### src/rtl/vx_csr_access_pkg.sv
// Shared types and constants for the CSR access front-end:
// operation encoding, queued response bundle and the FP-CSR address list.
package vx_csr_access_pkg;

    localparam int UUID_BITS     = 8;
    localparam int NUM_THREADS   = 4;
    localparam int NUM_WARPS     = 4;
    localparam int NW_BITS       = 2;
    localparam int NR_BITS       = 5;
    localparam int CSR_ADDR_BITS = 12;
    localparam int PERF_CTR_BITS = 16;

    typedef enum logic [1:0] {
        CSR_RW = 2'd0,
        CSR_RS = 2'd1,
        CSR_RC = 2'd2
    } csr_op_t;

    localparam logic [CSR_ADDR_BITS-1:0] CSR_FFLAGS = 12'h001;
    localparam logic [CSR_ADDR_BITS-1:0] CSR_FRM    = 12'h002;
    localparam logic [CSR_ADDR_BITS-1:0] CSR_FCSR   = 12'h003;

    typedef struct packed {
        logic [UUID_BITS-1:0]   uuid;
        logic [NW_BITS-1:0]     wid;
        logic [NUM_THREADS-1:0] tmask;
        logic [31:0]            pc;
        logic [NR_BITS-1:0]     rd;
        logic                   wb;
        logic [31:0]            data;
    } csr_rsp_t;

    function automatic logic is_fp_csr(input logic [CSR_ADDR_BITS-1:0] a);
        return (a == CSR_FFLAGS) || (a == CSR_FRM) || (a == CSR_FCSR);
    endfunction

endpackage

### src/rtl/vx_csr_access_rsp_queue.sv
// Response FIFO of csr_rsp_t with valid/ready on both sides.
// Ports: i_push_*/o_push_ready in, o_pop_*/i_pop_ready out, o_full/o_empty.
module vx_csr_access_rsp_queue
    import vx_csr_access_pkg::*;
#(
    parameter int DEPTH = 2
) (
    input  logic     i_clk,
    input  logic     i_rst,
    input  logic     i_push_valid,
    output logic     o_push_ready,
    input  csr_rsp_t i_push_data,
    output logic     o_pop_valid,
    input  logic     i_pop_ready,
    output csr_rsp_t o_pop_data,
    output logic     o_full,
    output logic     o_empty
);

    localparam int AW = $clog2(DEPTH);
    localparam logic [AW:0] FULL_CNT = (AW+1)'(DEPTH);

    csr_rsp_t        r_mem [DEPTH];
    logic [AW-1:0]   r_wr_ptr;
    logic [AW-1:0]   r_rd_ptr;
    logic [AW:0]     r_count;
    logic            w_push;
    logic            w_pop;

    // Full blocks pushes even when a pop happens in the same cycle.
    assign o_full       = (r_count == FULL_CNT);
    assign o_empty      = (r_count == '0);
    assign o_push_ready = !o_full;
    assign o_pop_valid  = !o_empty;
    assign o_pop_data   = r_mem[r_rd_ptr];
    assign w_push       = i_push_valid && o_push_ready;
    assign w_pop        = o_pop_valid && i_pop_ready;

    always_ff @(posedge i_clk or posedge i_rst) begin
        if (i_rst) begin
            r_wr_ptr <= '0;
            r_rd_ptr <= '0;
            r_count  <= '0;
            for (int i = 0; i < DEPTH; i++) begin
                r_mem[i] <= '0;
            end
        end else begin
            if (w_push) begin
                r_mem[r_wr_ptr] <= i_push_data;
                r_wr_ptr        <= r_wr_ptr + AW'(1);
            end
            if (w_pop) begin
                r_rd_ptr <= r_rd_ptr + AW'(1);
            end
            unique case ({w_push, w_pop})
                2'b10:   r_count <= r_count + (AW+1)'(1);
                2'b01:   r_count <= r_count - (AW+1)'(1);
                default: r_count <= r_count;
            endcase
        end
    end

endmodule

### src/rtl/vx_csr_access.sv
// CSR access front-end: drives CSR read/write ports, computes the RMW value,
// stalls FP-CSR accesses behind pending FPU ops, queues responses to commit.
module vx_csr_access
    import vx_csr_access_pkg::*;
#(
    parameter int CORE_ID    = 0,
    parameter int QUEUE_SIZE = 2
) (
    input  logic                     i_clk,
    input  logic                     i_rst,
    input  logic                     i_req_valid,
    output logic                     o_req_ready,
    input  logic [UUID_BITS-1:0]     i_req_uuid,
    input  logic [NW_BITS-1:0]       i_req_wid,
    input  logic [NUM_THREADS-1:0]   i_req_tmask,
    input  logic [31:0]              i_req_PC,
    input  logic [NR_BITS-1:0]       i_req_rd,
    input  logic                     i_req_wb,
    input  logic [1:0]               i_req_op,
    input  logic [CSR_ADDR_BITS-1:0] i_req_addr,
    input  logic [31:0]              i_req_src,
    input  logic                     i_req_src_zero,
    input  logic [NUM_WARPS-1:0]     i_fpu_pending,
    output logic                     o_read_enable,
    output logic [UUID_BITS-1:0]     o_read_uuid,
    output logic [CSR_ADDR_BITS-1:0] o_read_addr,
    output logic [NW_BITS-1:0]       o_read_wid,
    input  logic [31:0]              i_read_data,
    output logic                     o_write_enable,
    output logic [UUID_BITS-1:0]     o_write_uuid,
    output logic [CSR_ADDR_BITS-1:0] o_write_addr,
    output logic [NW_BITS-1:0]       o_write_wid,
    output logic [31:0]              o_write_data,
    output logic                     o_rsp_valid,
    input  logic                     i_rsp_ready,
    output logic [UUID_BITS-1:0]     o_rsp_uuid,
    output logic [NW_BITS-1:0]       o_rsp_wid,
    output logic [NUM_THREADS-1:0]   o_rsp_tmask,
    output logic [31:0]              o_rsp_PC,
    output logic [NR_BITS-1:0]       o_rsp_rd,
    output logic                     o_rsp_wb,
    output logic [31:0]              o_rsp_data,
    output logic                     o_busy,
    output logic [PERF_CTR_BITS-1:0] o_perf_stalls
);

    csr_op_t                  w_op;
    logic                     w_illegal;
    logic                     w_hazard;
    logic                     w_fire;
    logic                     w_q_push_ready;
    logic                     w_q_full;
    logic                     w_q_empty;
    logic [31:0]              w_wdata;
    logic [31:0]              w_rsp_data;
    csr_rsp_t                 w_push_data;
    csr_rsp_t                 w_head;
    logic [PERF_CTR_BITS-1:0] r_perf_stalls;

    assign w_op      = csr_op_t'(i_req_op);
    assign w_illegal = (i_req_op == 2'd3);
    assign w_hazard  = is_fp_csr(i_req_addr) && i_fpu_pending[i_req_wid];

    assign o_req_ready = !w_hazard && w_q_push_ready;
    assign w_fire      = i_req_valid && o_req_ready;

    // An illegal op behaves as RW for the read side but never writes.
    assign o_read_enable  = w_fire
                         && ((w_op != CSR_RW && !w_illegal) || i_req_wb);
    assign o_write_enable = w_fire && !w_illegal
                         && (w_op == CSR_RW || !i_req_src_zero);

    always_comb begin
        w_wdata = i_req_src;
        unique case (w_op)
            CSR_RS:  w_wdata = i_read_data | i_req_src;
            CSR_RC:  w_wdata = i_read_data & ~i_req_src;
            default: w_wdata = i_req_src;
        endcase
    end

    assign o_read_uuid  = i_req_uuid;
    assign o_read_addr  = i_req_addr;
    assign o_read_wid   = i_req_wid;
    assign o_write_uuid = i_req_uuid;
    assign o_write_addr = i_req_addr;
    assign o_write_wid  = i_req_wid;
    assign o_write_data = w_wdata;

    assign w_rsp_data  = o_read_enable ? i_read_data : 32'h0;
    assign w_push_data = '{uuid:  i_req_uuid,
                           wid:   i_req_wid,
                           tmask: i_req_tmask,
                           pc:    i_req_PC,
                           rd:    i_req_rd,
                           wb:    i_req_wb,
                           data:  w_rsp_data};

    vx_csr_access_rsp_queue #(
        .DEPTH (QUEUE_SIZE)
    ) u_rsp_queue (
        .i_clk        (i_clk),
        .i_rst        (i_rst),
        .i_push_valid (w_fire),
        .o_push_ready (w_q_push_ready),
        .i_push_data  (w_push_data),
        .o_pop_valid  (o_rsp_valid),
        .i_pop_ready  (i_rsp_ready),
        .o_pop_data   (w_head),
        .o_full       (w_q_full),
        .o_empty      (w_q_empty)
    );

    assign o_rsp_uuid  = w_head.uuid;
    assign o_rsp_wid   = w_head.wid;
    assign o_rsp_tmask = w_head.tmask;
    assign o_rsp_PC    = w_head.pc;
    assign o_rsp_rd    = w_head.rd;
    assign o_rsp_wb    = w_head.wb;
    assign o_rsp_data  = w_head.data;

    assign o_busy        = i_req_valid || !w_q_empty;
    assign o_perf_stalls = r_perf_stalls;

    always_ff @(posedge i_clk or posedge i_rst) begin
        if (i_rst) begin
            r_perf_stalls <= '0;
        end else if (i_req_valid && !o_req_ready) begin
            r_perf_stalls <= r_perf_stalls + PERF_CTR_BITS'(1);
        end
    end

    a_legal_op: assert property (@(posedge i_clk) disable iff (i_rst)
        !(i_req_valid && w_illegal))
        else $error("core %0d: illegal CSR op", CORE_ID);

    a_no_push_full: assert property (@(posedge i_clk) disable iff (i_rst)
        !(w_fire && w_q_full));

endmodule

### config.mk
export PLATFORM = sky130hd
export DESIGN_NAME = vx_csr_access
export DESIGN_NICKNAME = d
export VERILOG_FILES = /design/src/rtl/vx_csr_access_pkg.sv /design/src/rtl/vx_csr_access_rsp_queue.sv /design/src/rtl/vx_csr_access.sv
export SDC_FILE = /design/constraint.sdc
export NUM_CORES = 1
export LEC_CHECK = 0
export ABC_AREA = 1
export CAP_MARGIN = 15
export CORE_MARGIN = 10
export CORE_UTILIZATION = 48
export DETAILED_ROUTE_END_ITERATION = 8
export PLACE_DENSITY = 0.86
export SETUP_SLACK_MARGIN = 0.05
export SLEW_MARGIN = 0
export SYNTH_ARGS = -nofsm -noshare
export SYNTH_HDL_FRONTEND = slang
export SYNTH_HIERARCHICAL = 1
export SYNTH_SLANG_ARGS = --single-unit
### constraint.sdc
create_clock -name i_clk -period 9.1 [get_ports i_clk]
set_clock_uncertainty 0.2 [all_clocks]
set_input_delay 2.73 -clock i_clk [delete_from_list [all_inputs] [get_ports i_clk]]
set_output_delay 2.73 -clock i_clk [all_outputs]
set_load 0.005 [all_outputs]
==> results.md <==
- Dividing the detail-routed via count by the number of cells gives 5.47.
- The start point of the worst hold path is u_rsp_queue/r_mem[147].
- Synthesis handed over a netlist of 1492 instances.
- On the critical path the largest part of the delay comes from buffers and inverters.
- The power density over cell area is 291 mW/mm^2.
- Data arrives at the worst endpoint at 5.07 ns.
- The insertion delay of the later-clocked pin in the worst-skew pair is 0.42 ns.
- The number of top-level design ports is 320.
- The critical-path maximum fanout is 22.
- The critical-path cell with the highest stage delay is sky130_fd_sc_hd__clkdlybuf4s50_1.
- The number of buffers added by the clock tree synthesis step is 17.
- The CTS tree is done.
- The total power consumption of the routed design is 4080 uW.
- The total global routing overflow is 0.
- The post-cts resize count is 0.
- The worst path needs 8.00 ns of the cycle, external delays included.
- The sort of element at the end of the critical path is an output port.
- Traced cell by cell, the critical path runs through clkdlybuf4s50_1 > inv_1 > ha_1 > inv_2 > or2_1 > buf_4 > a21oi_1 > nor2_1 > clkdlybuf4s50_1.
- The residual DRC count is 0.
- The final core utilization is 0.642.
- Static timing analysis puts the maximum clock frequency at 0.125 GHz.
- The pre-antenna-repair detailed-routing pass consisted of 5 iterations.
- The first-pass GRT wire length is 55.6 mm.
- The total count of hold-check failures in the final report is 0.
- The capture point of the worst reg-to-reg path is u_rsp_queue/r_mem[22].
- Across the VDD grid, the largest voltage drop is 190 uV.
- The initial utilization of the core area, before any placement, comes to 0.487.
- STA classifies the critical path startpoint as a primary input.
- The iteration-0 DRC count of the detailed router is 1009.
- The post-CTS setup buffer count is 0.
- The number of antenna violations at the first check in global routing is 1.
- The run finished with clean final reports.
- At the pin with the least slew margin, the transition time is 1.15 ns.
- Among the stages of the critical path, the cell type that occurs most often is sky130_fd_sc_hd__clkdlybuf4s50_1.
- The final-report max-slew violation count is 0.
- The die is 169 um wide.
- The final routed wire length divided by cell count is 17.6 um.
- The cell leakage power is 0.00718 uW.
- The synthesized area divided by synthesized cell count is 7.12 sq um.
- The post-route setup TNS is 0 ns.
- The routed layout has 10834 vias.
- CTS built an H-tree with a depth of 4.
- The number of buffers on the longest clock path is 2.
- The die span in y is 169 um.
- In the global route stage, overall resource usage came out at 0.236.
- The die outline area is 0.0285 sq mm.
- The count of buffer and inverter cells on the critical path is 5.
- The pin count of the biggest net entering global routing is 105.
- Clock-pin slew was measured on the worst setup and hold paths at 0.06 ns.
- The largest stage delay on the critical path is 0.52 ns.
- The worst hold path belongs to the class flip-flop to flip-flop.
- The critical path start-end classification is primary input to output port.
- The floorplan step defined a core boundary enclosing 0.0218 sq mm.
- The required time at the endpoint of the critical path is 6.17 ns.
- After legalization and detailed placement, the total HPWL measured 23.1 mm.
- The placer's final routability congestion estimate is 0.853.
- Port buffering added 319 buffers.
- The combined area of all synthesized cells is 0.0106 sq mm.
- Relative to the synthesized area, the layout overhead comes to 31.9%.
- The beginning of the worst register-to-register path is u_rsp_queue/r_count[0].
- The final layout contains 1833 nets.
- Setup repair after global routing left no endpoint under its margin.
- After detailed routing, the total wire length is 35.0 mm.
- The net count of the mapped netlist is 1637.
- The quantity of hold-fixing buffers added after cts is 0.
- The count of nets left with antenna violations after detail routing is 0.
- The root buffer cell chosen for the clock tree is sky130_fd_sc_hd__clkbuf_16.
- The worst register-to-register path has a depth of 8.
- The number of global-route vias before repair is 10479.
- The register-to-register setup slack is 4.57 ns.
- In the finished design, the share of the clock period the worst path needs comes to 0.880.
- After floorplanning, the core was divided into 54 placement rows.
- The clock net sink count is 188.
- The worst hold path was traced through 2 stages.
- The synthesis warning total is 6.
- Setup violations remaining at the end of the flow were counted as 0.
- The headroom to the max-slew limit is 0.231.
- The number of maximum-capacitance constraint violations is 0.
- The share of layout cells above drive strength 1 is 0.0400.
- The worst hold endpoint is u_rsp_queue/r_mem[147].
==> flip-flops by register name, indices dropped and copies added, names as in the netlist <==
name	flops
u_rsp_queue/r_count	2
u_rsp_queue/r_wr_ptr	1
o_perf_stalls	16
u_rsp_queue/r_rd_ptr	1
u_rsp_queue/r_mem	168
==> where the power goes <==
group	internal, uW	switching (uW)
registers	1160	179
logic	808	1200
clock network	414	323
total	2380	1700
==> per-stage QoR <==
stage | instances | setup WS [ns] | area (sq um) | hold WS [ns]
final | 1982 | 1.10 | 14000 | 0.271
after global routing | 1981 | 0.916 | 14000 | 0.284
after CTS | 1981 | 1.10 | 14000 | 0.274
after detailed placement | 1949 | 1.11 | 13400 | 0.258
after global placement | 1949 | 1.19 | 13400 | 0.252
after floorplan | 1492 | 1.51 | 10600 | 0.242
==> layout make-up <==
type / instances / area (sq um)
fillers: 1876 / 7810
multi-input cells: 1051 / 4710
flip-flops and latches: 188 / 4710
repair buffers: 334 / 3310
clock buffers: 23 / 458
inverters: 96 / 365
well taps: 280 / 350
clock inverters: 9 / 113
diodes: 1 / 2.50
==> layout by cell type (no fill, tap or decap), types with 2 or more instances in the layout <==
master and instances:
sky130_fd_sc_hd__buf_4 15, sky130_fd_sc_hd__xor2_1 5, sky130_fd_sc_hd__inv_2 5, sky130_fd_sc_hd__dfrtp_2 2, sky130_fd_sc_hd__nand4_1 175, sky130_fd_sc_hd__nand2_1 669
sky130_fd_sc_hd__nand3_2 8, sky130_fd_sc_hd__inv_6 3, sky130_fd_sc_hd__xnor2_1 3, sky130_fd_sc_hd__nor2_1 85, sky130_fd_sc_hd__dfrtp_1 186, sky130_fd_sc_hd__inv_1 90
sky130_fd_sc_hd__clkbuf_1 5, sky130_fd_sc_hd__clkbuf_16 17, sky130_fd_sc_hd__nand2_2 2, sky130_fd_sc_hd__a21oi_1 64, sky130_fd_sc_hd__clkdlybuf4s50_1 319, sky130_fd_sc_hd__bufinv_16 2
sky130_fd_sc_hd__clkinvlp_4 4, sky130_fd_sc_hd__nand3_4 2, sky130_fd_sc_hd__ha_1 6, sky130_fd_sc_hd__nand3_1 20, sky130_fd_sc_hd__nor2_2 2
==> routing by layer <==
| layer | vias up | GRT usage | wire (um) |
|---|---|---|---|
| met1 | 5185 | 0.279 | 13500 |
| met5 | - | 0 | 0 |
| met2 | 476 | 0.407 | 17700 |
| met4 | 0 | 0.0647 | 646 |
| met3 | 48 | 0.0706 | 3150 |
| li1 | 5125 | - | - |
==> how the worst max path moves through the flow <==
stage / from / to / slack [ns] / cells after the start
final: i_req_op[0] / o_write_data[26] / 1.10 / 9
after floorplan: i_rst / u_rsp_queue/r_count[0] / 1.51 / 1
after CTS: i_req_op[0] / o_write_data[19] / 1.10 / 9
after global routing: i_req_op[0] / o_write_data[26] / 0.92 / 9
after global placement: i_req_op[0] / o_write_data[15] / 1.19 / 9
after detailed placement: i_req_op[0] / o_write_data[19] / 1.11 / 9
==> worst register-to-register path: stages, from the launching register on <==
cell and delay [ns]:
sky130_fd_sc_hd__dfrtp_1 0.39, sky130_fd_sc_hd__inv_2 0.08, sky130_fd_sc_hd__nand2_4 0.55, sky130_fd_sc_hd__nand2_2 0.53, sky130_fd_sc_hd__nor2_4 1.00, sky130_fd_sc_hd__buf_4 0.67, sky130_fd_sc_hd__buf_4 0.67, sky130_fd_sc_hd__nand4_1 0.24
sky130_fd_sc_hd__nand2_1 0.13
Power figures use the tool's default switching activity.
